--- src/rtl/ram_rd_stream_if.sv ---
// Bundle of the request, RAM port-B and output-stream signals of ram_rd_stream.
//   req_*  : request channel (start address, length), valid/ready
//   ram_*  : read-only RAM port B (enable, address, registered read data)
//   m_*    : output word stream, valid/ready, with end-of-request marker
//   busy   : engine status
// modport master: the streaming engine side. modport slave: its environment.
interface ram_rd_stream_if #(
  parameter int unsigned ADDR_BITS = 10,
  parameter int unsigned DATA_BITS = 64,
  parameter int unsigned LEN_BITS  = ADDR_BITS + 1
);
  logic                 req_valid;
  logic                 req_ready;
  logic [ADDR_BITS-1:0] req_addr;
  logic [LEN_BITS-1:0]  req_len;

  logic                 ram_en;
  logic [ADDR_BITS-1:0] ram_addr;
  logic [DATA_BITS-1:0] ram_data;

  logic                 m_valid;
  logic                 m_ready;
  logic [DATA_BITS-1:0] m_data;
  logic                 m_last;

  logic                 busy;

  modport master (
    input  req_valid, req_addr, req_len, ram_data, m_ready,
    output req_ready, ram_en, ram_addr, m_valid, m_data, m_last, busy
  );

  modport slave (
    output req_valid, req_addr, req_len, ram_data, m_ready,
    input  req_ready, ram_en, ram_addr, m_valid, m_data, m_last, busy
  );
endinterface

--- src/rtl/ram_rd_stream.sv ---
// Read-side streaming engine for a dual-port block RAM (port B, 1-cycle registered read).
// Accepts a (start address, length) request and streams the words out in address order
// on a valid/ready interface with full backpressure. A 2-entry buffer plus credit
// accounting (buffered + in-flight reads) sustains one word per cycle.
// Ports:
//   clk  : clock, rising edge
//   rst  : asynchronous active-high reset
//   bus  : ram_rd_stream_if.master (request, RAM port B, output stream, busy)
module ram_rd_stream #(
  parameter int unsigned ADDR_BITS = 10,
  parameter int unsigned DATA_BITS = 64,
  parameter int unsigned LEN_BITS  = ADDR_BITS + 1
) (
  input logic           clk,
  input logic           rst,
  ram_rd_stream_if.master bus
);

  typedef enum logic [1:0] {StIdle, StRead, StDrain} state_e;

  state_e               state_q, state_d;
  logic [ADDR_BITS-1:0] addr_q, addr_d;
  logic [LEN_BITS-1:0]  remain_q, remain_d;
  logic                 inflight_q;
  logic                 inflight_last_q;

  logic [DATA_BITS-1:0] buf_data_q [2];
  logic                 buf_last_q [2];
  logic                 rd_ptr_q, wr_ptr_q;
  logic [1:0]           occ_q, occ_d;

  logic req_fire;
  logic start;
  logic push;
  logic pop;
  logic credit_ok;
  logic issue;
  logic last_issue;
  logic head_last;

  assign req_fire   = bus.req_valid & bus.req_ready;
  assign start      = req_fire & (bus.req_len != '0);
  // A read issued last cycle lands in the buffer at this edge.
  assign push       = inflight_q;
  assign pop        = (occ_q != 2'd0) & bus.m_ready;
  // Only issue while buffered + in-flight words, net of this cycle's pop, leave a free slot.
  assign credit_ok  = (3'(occ_q) + 3'(inflight_q) - 3'(pop)) < 3'd2;
  assign issue      = (state_q == StRead) & credit_ok;
  assign last_issue = issue & (remain_q == LEN_BITS'(1));
  assign head_last  = buf_last_q[rd_ptr_q];

  // State register
  always_ff @(posedge clk or posedge rst) begin
    if (rst) begin
      state_q <= StIdle;
    end else begin
      state_q <= state_d;
    end
  end

  // Next-state logic
  always_comb begin
    state_d = state_q;
    unique case (state_q)
      StIdle:  if (start) state_d = StRead;
      StRead:  if (last_issue) state_d = StDrain;
      StDrain: if (pop & head_last) state_d = StIdle;
      default: state_d = StIdle;
    endcase
  end

  // FSM outputs
  always_comb begin
    bus.req_ready = (state_q == StIdle) & ~rst;
    bus.busy      = (state_q != StIdle);
    bus.ram_en    = issue;
    bus.ram_addr  = issue ? addr_q : '0;
  end

  // Address / remaining-length counters and buffer occupancy
  always_comb begin
    addr_d   = addr_q;
    remain_d = remain_q;
    if (start) begin
      addr_d   = bus.req_addr;
      remain_d = bus.req_len;
    end else if (issue) begin
      addr_d   = addr_q + ADDR_BITS'(1);  // wraps modulo RAM depth
      remain_d = remain_q - LEN_BITS'(1);
    end
    occ_d = occ_q + 2'(push) - 2'(pop);
  end

  always_ff @(posedge clk or posedge rst) begin
    if (rst) begin
      addr_q          <= '0;
      remain_q        <= '0;
      inflight_q      <= 1'b0;
      inflight_last_q <= 1'b0;
      occ_q           <= 2'd0;
      rd_ptr_q        <= 1'b0;
      wr_ptr_q        <= 1'b0;
      for (int i = 0; i < 2; i++) begin
        buf_data_q[i] <= '0;
        buf_last_q[i] <= 1'b0;
      end
    end else begin
      addr_q          <= addr_d;
      remain_q        <= remain_d;
      inflight_q      <= issue;
      inflight_last_q <= last_issue;
      occ_q           <= occ_d;
      // Unconditional capture: credits guarantee a free slot.
      if (push) begin
        buf_data_q[wr_ptr_q] <= bus.ram_data;
        buf_last_q[wr_ptr_q] <= inflight_last_q;
        wr_ptr_q             <= ~wr_ptr_q;
      end
      if (pop) begin
        rd_ptr_q <= ~rd_ptr_q;
      end
    end
  end

  // Output stream from buffer head
  always_comb begin
    bus.m_valid = (occ_q != 2'd0);
    bus.m_data  = buf_data_q[rd_ptr_q];
    bus.m_last  = head_last & (occ_q != 2'd0);
  end

endmodule
--- src/flat_wrapper.sv ---
// flat-port wrapper written by rule: the top's interface ports become plain ports
module ram_rd_stream_flat 
#(
  parameter int unsigned ADDR_BITS = 10,
  parameter int unsigned DATA_BITS = 64,
  parameter int unsigned LEN_BITS  = ADDR_BITS + 1
)
  (clk, rst, bus_req_valid, bus_req_addr, bus_req_len, bus_ram_data, bus_m_ready, bus_req_ready, bus_ram_en, bus_ram_addr, bus_m_valid, bus_m_data, bus_m_last, bus_busy);
  ram_rd_stream_if #(.ADDR_BITS(ADDR_BITS), .DATA_BITS(DATA_BITS), .LEN_BITS(LEN_BITS)) bus_i ();
  input logic clk;
  input logic rst;
  input wire logic [$bits(bus_i.req_valid)-1:0] bus_req_valid;
  input wire logic [$bits(bus_i.req_addr)-1:0] bus_req_addr;
  input wire logic [$bits(bus_i.req_len)-1:0] bus_req_len;
  input wire logic [$bits(bus_i.ram_data)-1:0] bus_ram_data;
  input wire logic [$bits(bus_i.m_ready)-1:0] bus_m_ready;
  output wire logic [$bits(bus_i.req_ready)-1:0] bus_req_ready;
  output wire logic [$bits(bus_i.ram_en)-1:0] bus_ram_en;
  output wire logic [$bits(bus_i.ram_addr)-1:0] bus_ram_addr;
  output wire logic [$bits(bus_i.m_valid)-1:0] bus_m_valid;
  output wire logic [$bits(bus_i.m_data)-1:0] bus_m_data;
  output wire logic [$bits(bus_i.m_last)-1:0] bus_m_last;
  output wire logic [$bits(bus_i.busy)-1:0] bus_busy;
  assign bus_i.req_valid = bus_req_valid;
  assign bus_i.req_addr = bus_req_addr;
  assign bus_i.req_len = bus_req_len;
  assign bus_i.ram_data = bus_ram_data;
  assign bus_i.m_ready = bus_m_ready;
  assign bus_req_ready = bus_i.req_ready;
  assign bus_ram_en = bus_i.ram_en;
  assign bus_ram_addr = bus_i.ram_addr;
  assign bus_m_valid = bus_i.m_valid;
  assign bus_m_data = bus_i.m_data;
  assign bus_m_last = bus_i.m_last;
  assign bus_busy = bus_i.busy;
  ram_rd_stream #(.ADDR_BITS(ADDR_BITS), .DATA_BITS(DATA_BITS), .LEN_BITS(LEN_BITS)) u_core (.clk(clk), .rst(rst), .bus(bus_i));
endmodule
--- config.mk ---
export PLATFORM = sky130hd
export DESIGN_NAME = ram_rd_stream_flat
export DESIGN_NICKNAME = d
export VERILOG_FILES = /design/src/rtl/ram_rd_stream_if.sv /design/src/rtl/ram_rd_stream.sv /design/src/flat_wrapper.sv
export SDC_FILE = /design/constraint.sdc
export NUM_CORES = 1
export LEC_CHECK = 0
export BUFFER_PORTS_ARGS = -buffer_cell sky130_fd_sc_hd__buf_2
export CORE_UTILIZATION = 50
export CTS_BUF_LIST = sky130_fd_sc_hd__clkbuf_8
export CTS_CLUSTER_SIZE = 28
export DETAILED_ROUTE_END_ITERATION = 8
export GPL_TIMING_DRIVEN = 0
export PLACE_DENSITY_LB_ADDON = 0.3
export RECOVER_POWER = 50
export SYNTH_ARGS = -nofsm -noshare
export SYNTH_HDL_FRONTEND = slang
export SYNTH_SLANG_ARGS = --single-unit
--- constraint.sdc ---
create_clock -name clk -period 5.6 [get_ports clk]
set_input_delay 1.12 -clock clk [delete_from_list [all_inputs] [get_ports clk]]
set_output_delay 1.12 -clock clk [all_outputs]
set_load 0.01 [all_outputs]
==> results of run 1 <==
metal layers:
metal	GRT usage (%)	vias up
li1	-	2251
met1	26.80	2458
met2	35.24	152
met3	5.243	27
met4	9.182	0
met5	0	-
path summary, 6_finish.rpt:
path	from	endpoint	slack (ps)
worst max-delay path	bus_m_ready	bus_ram_addr[2]	950
worst min-delay path	u_core.inflight_q	u_core.wr_ptr_q	490
worst max register to register	u_core.occ_q[1]	u_core.remain_q[9]	2140
worst min register to register	u_core.inflight_q	u_core.wr_ptr_q	490
max in group asynchronous	rst	u_core.buf_data_q[33]	2840
min in group asynchronous	rst	u_core.state_q[1]	1460
through the flow:
step,setup slack [ps],instances,total power [mW],hold slack (ps)
finish,954.3,899,5.428,488.8
global route,744.8,899,5.802,512.6
CTS,937.2,899,5.481,492.4
detailed placement,952.7,868,4.629,479.5
global placement,-1382,867,4.500,474.4
floorplan,188.4,520,3.780,461.3
cells in the mapped netlist, types with 2 or more instances:
cell | instances | area share [%]
a21oi_1 | 3 | 0.21
a221o_1 | 3 | 0.42
a31oi_1 | 2 | 0.17
and3_1 | 10 | 0.87
buf_1 | 2 | 0.10
buf_2 | 2 | 0.14
clkbuf_1 | 23 | 1.2
dfrtp_1 | 159 | 55
ha_1 | 5 | 0.87
inv_1 | 10 | 0.52
mux2_2 | 194 | 30
nand2_1 | 14 | 0.73
nand2b_1 | 2 | 0.17
nand3_1 | 7 | 0.49
nand4_1 | 6 | 0.52
nor2_1 | 10 | 0.52
nor2b_1 | 2 | 0.17
nor3_1 | 3 | 0.21
nor3b_1 | 2 | 0.21
nor4_1 | 2 | 0.17
o211ai_1 | 4 | 0.42
o21ai_0 | 12 | 0.84
or2_2 | 2 | 0.17
or3_1 | 6 | 0.52
or4_1 | 2 | 0.21
xnor2_1 | 6 | 0.73
xor2_1 | 6 | 0.73
registers in the layout, indices dropped and copies added (netlist names):
register and count:
u_core.inflight_q 1, u_core.state_q 2, u_core.buf_last_q 2, u_core.addr_q 10
u_core.remain_q 11, u_core.rd_ptr_q 1, u_core.inflight_last_q 1, u_core.buf_data_q 128
u_core.wr_ptr_q 1, u_core.occ_q 2
layout make-up:
cell class | count | area share (%)
plain buffers | 27 | 1.198
clock buffers | 22 | 3.493
clock inverters | 9 | 1.068
inverters | 10 | 0.4474
multi-input cells | 324 | 35.36
flip-flops and latches | 159 | 45.89
well taps | 180 | 2.598
repair buffers | 168 | 9.944
where the power goes:
part           total [mW]  internal (mW)  switching [mW]
registers            2.05           1.73           0.324
logic                2.54           1.34            1.20
clock network       0.833          0.446           0.388
kinds of logic (layout without fill, tap and decap cells):
kind of cell	after synthesis	in the layout	synth area share, %
buffers and inverters	37	236	1.968
adder cells (fa/ha/maj)	6	6	1.149
multiplexers	195	195	30.54
AND/OR/NAND/NOR	75	75	5.920
XOR/XNOR	12	12	1.463
AO/OA/AOI/OAI	36	36	3.587
flip-flops	159	159	55.37
==> flow_summary.yaml, run 1 <==
outcome:
  status: "complete, but fails checks"
  violations: "max-capacitance violations, max-slew violations"
critical_path:
  cp_common_cell: "inv_1"
  crit_slowest_cell: "fa_1"
  r2r_cells: 14
  worst-path-max-fanout: 10
  worst_setup_path_start_kind: "input port"
  critPathBufInv: 7
  arrival_ps: 3530
  cpPeakStageDelay_ps: 520
  critical_path.top_delay_family: "buffers and inverters"
  path_class: "input port to output port"
  worstSetupEndpointType: "output port"
  path_cells: "buf_2 > nand2_1 > inv_1 > ha_1 > inv_1 > ha_1 > inv_1 > fa_1 > and3b_1 > clkbuf_1 > clkbuf_1 > and3_1 > buf_2"
  cp.depth: 13
  cp.required_ps: 4480
cells_and_area:
  fin_util_pct: 62.22
  areaGrowthSynthToFinish_pct: 20.65
  nNetsFinal: 802
  mostFrequentLayoutCells: "mux2_2, buf_2, dfrtp_1, clkbuf_1, clkbuf_8"
  final_common_cell: "mux2_2"
  final_area_um2: 8670
  antenna_cells: 0
  multi_input_area_um2: 3065
  seq_area_um2: 3979
  final_layout_size_suffix_gt1_share_pct: 55.35
  fill_cells: 1093
synthesis:
  synthFlopType: "dfrtp_1"
  async_reset_ff_share_pct: 100.0
  synth_edf_count: 0
  synth_cell_types: 48
  yosysSeqAreaShare_pct: 55.37
  syn-num-nets: 615
  synth_area_um2: 7186
  postSynthAreaPerCell_um2: 13.82
  netlist_instances: 520
  synth.ff_latch_count: 159
  yosysWarnings: 0
cts:
  ctsHoldBuffers: 0
  cts.repair.resized: 0
  clk_path_buf_depth: 2
  cts_tree: "built"
  clkTransAtPathRegs_ps: 70
  clk_latency_ps: 440
  root_buffer: "clkbuf_8"
  cts_made_buffers: 17
  cts_sinks: 159
  cts_setup_buffers: 0
  h-tree-depth: 4
route:
  met2WireLength_um: 7514
  ant_nets: 0
  drt_iter0_markers: 170
  drt-total-wl_um: 15250
  wl_per_cell_um: 16.96
  highest_layer: "met4"
  first_pass_iters: 4
  drc: 0
  viasPerCell: 5.437
  wl_met1_um: 6611
  wl_met3_um: 835
  vias: 4888
floorplanning:
  die_x_um: 121.9
  coreArea_um2: 13930
  design.die.area_um2: 14850
  start_util_pct: 51.57
  die_h_um: 121.9
  row_count: 43
  pin_count: 168
sta:
  hold_violations: 0
  period_share_pct: 82.96
  relSlewSlack_pct: -81.54
  post-route-min-period_ps: 4646
  setup-violations-final: 0
  setup_tns_ps: 0
  fmax_mhz: 215.3
  drv_slew: 60
  fin_worst_skew_ps: 6.346
  worst_pin_slew_ps: 2708
  rsz0062_at_grt: "no"
worst_hold_path:
  hold_class: "register to register"
  hold_depth: 1
pwr:
  powerDensity_nw_per_um2: 626.1
  power_leakage_nw: 3.959
  peakVddDrop_uv: 292.3
global_routing:
  grt_pass1_wl_um: 24450
  antenna_found_initial: 0
  first_global_vias: 5019
  grt_use_total_pct: 21.41
  grt_max_degree: 101
  grt-ovfl-total: 0
placement:
  portBuffers: 167
  gp_congestion: 0.9033
  dp_hpwl_um: 10920
  place_area_um2: 8279
run:
  drv_cap: 1
(Power assumes the default switching activity.)
==> inputs of run 2 (changes only) <==
==> constraint.sdc (replaced) <==
create_clock -name clk -period 4.5 [get_ports clk]
set_input_delay 0.9 -clock clk [delete_from_list [all_inputs] [get_ports clk]]
set_output_delay 0.9 -clock clk [all_outputs]
set_load 0.01 [all_outputs]
==> flow_summary.yaml, run 2 (synthesized netlist as in run 1, its figures left out) <==
outcome:
  status: "complete, but fails checks"
  violations: "max-capacitance violations, max-slew violations"
placement:
  gp_congestion: 0.8848
  dp_hpwl_um: 11050
  place_area_um2: 8330
  dpl.cell_count: 871
  place_ws_ps: 313.1
  portBuffers: 167
global_routing:
  antenna_found_initial: 1
  grt_pass1_wl_um: 25030
  first_global_vias: 5062
  grt-ovfl-total: 0
  grt_use_total_pct: 21.86
  grt_max_degree: 45
floorplanning:
  die_x_um: 121.9
  start_util_pct: 51.57
  pin_count: 168
  design.die.area_um2: 14850
  row_count: 43
  die_h_um: 121.9
  coreArea_um2: 13930
critical_path:
  critical_path.top_delay_family: "adder cells"
  cp.required_ps: 3600
  worst-r2r-setup-slack_ps: 1140
  cpPeakStageDelay_ps: 460
  path_class: "register to output port"
  worst_setup_path_start_kind: "register"
  cp_common_cell: "inv_1"
  path_cells: "nor2_1 > inv_1 > nand2_1 > inv_1 > ha_1 > inv_1 > ha_1 > inv_1 > fa_1 > xnor2_2 > clkbuf_1 > and3_1 > buf_2"
  crit_slowest_cell: "dfrtp_1"
  arrival_ps: 3280
  worst-path-max-fanout: 10
  critPathBufInv: 6
  worstSetupEndpointType: "output port"
run:
  drv_cap: 2
route:
  vias: 4876
  drt_iter0_markers: 176
  first_pass_iters: 4
  drt-total-wl_um: 15250
  viasPerCell: 5.412
  wl_per_cell_um: 16.92
  drc: 0
  ant_nets: 0
pwr:
  internal-power_mw: 4.405
  power_leakage_nw: 3.952
  power_switching_share_pct: 35.28
  power.switching_mw: 2.401
  peakVddDrop_uv: 491.9
  powerDensity_nw_per_um2: 783.7
  total_power_mw: 6.807
  p_comb_share_pct: 46.5
  p_clk_share_pct: 16.0
  pwr-share-seq_pct: 37.5
sta:
  rsz0062_at_grt: "no"
  setup-violations-final: 0
  fin_hold_ws_ps: 481.9
  drv_slew: 76
  setup_tns_ps: 0
  setup_ws_ps: 316.6
  fmax_mhz: 239.0
  post-route-min-period_ps: 4183
  worst_pin_slew_ps: 2263
  fin_worst_skew_ps: 8.743
  relSlewSlack_pct: -50.85
  hold_violations: 0
  period_share_pct: 92.96
cells_and_area:
  nNetsFinal: 804
  mostFrequentLayoutCells: "mux2_2, buf_2, dfrtp_1, clkbuf_1, clkbuf_8"
  final_layout_size_suffix_gt1_share_pct: 56.03
  instances_no_fill: 901
  areaGrowthSynthToFinish_pct: 20.88
  final_common_cell: "mux2_2"
  final_area_um2: 8686
  reg_top3: "u_core.buf_data_q: 128 flops, u_core.remain_q: 11 flops, u_core.addr_q: 10 flops"
  antenna_cells: 0
  regMostFlops: "u_core.buf_data_q"
  fin_util_pct: 62.33
  largest_register_ffs: 128
cts:
  h-tree-depth: 4
  root_buffer: "clkbuf_8"
  cts_sinks: 159
  cts_tree: "built"
  cts_made_buffers: 17
  clk_path_buf_depth: 2
  clkTransAtPathRegs_ps: 80
  clk_latency_ps: 440
worst_hold_path:
  hold_class: "input port to asynchronous set/reset pin"
==> run 2: changes by cell type in the layout (fill, tap and decap cells not counted), moves of 2 or more <==
cell,delta
clkbuf_2,+3
clkinvlp_4,+3
inv_1,-3
clkbuf_8,-2
==> run 2: per-layer routing <==
metal	GRT usage (%)	share of wire, %	up-vias
met4	7.716	1.5	2
met3	5.103	5.8	20
li1	-	-	2258
met1	28.65	43	2442
met5	0	0.066	-
met2	35.49	49	154
==> run 2: final timing paths <==
kind                            cells after the start                    end               from
worst min-delay path                                2     u_core.remain_q[2]                rst
max in group asynchronous                           4  u_core.buf_data_q[36]                rst
worst min register to register                      1        u_core.wr_ptr_q  u_core.inflight_q
worst max register to register                     13     u_core.remain_q[9]    u_core.occ_q[1]
min in group clk                                    1        u_core.wr_ptr_q  u_core.inflight_q
worst max-delay path                               13        bus_ram_addr[9]    u_core.occ_q[1]
==> run 2: repair_timing <==
item                                    in CTS  in global routing
hold buffers                                 0                  0
endpoints found under the setup margin       0                 10
setup buffers                                0                  0
gates resized for setup                      0                  4
hold endpoints to repair                     0                  0
==> run 2: layout make-up <==
class | instances | area, um2
fillers | 1104 | 5249
clock inverters | 11 | 141.4
flip-flops and latches | 159 | 3979
plain buffers | 26 | 101.3
well taps | 180 | 225.2
clock buffers | 20 | 275.3
repair buffers | 171 | 852.1
multi-input cells | 324 | 3073
inverters | 10 | 38.79
==> run 2: power groups by stage <==
stage	combinational (mW)	sequential (mW)	clock [mW]
after detailed placement	3.18	2.58	0
after global placement	3.09	2.51	0
after floorplan	2.26	2.44	0
after CTS	3.20	2.55	1.12
after global routing	3.46	2.65	1.18
final	3.16	2.56	1.09
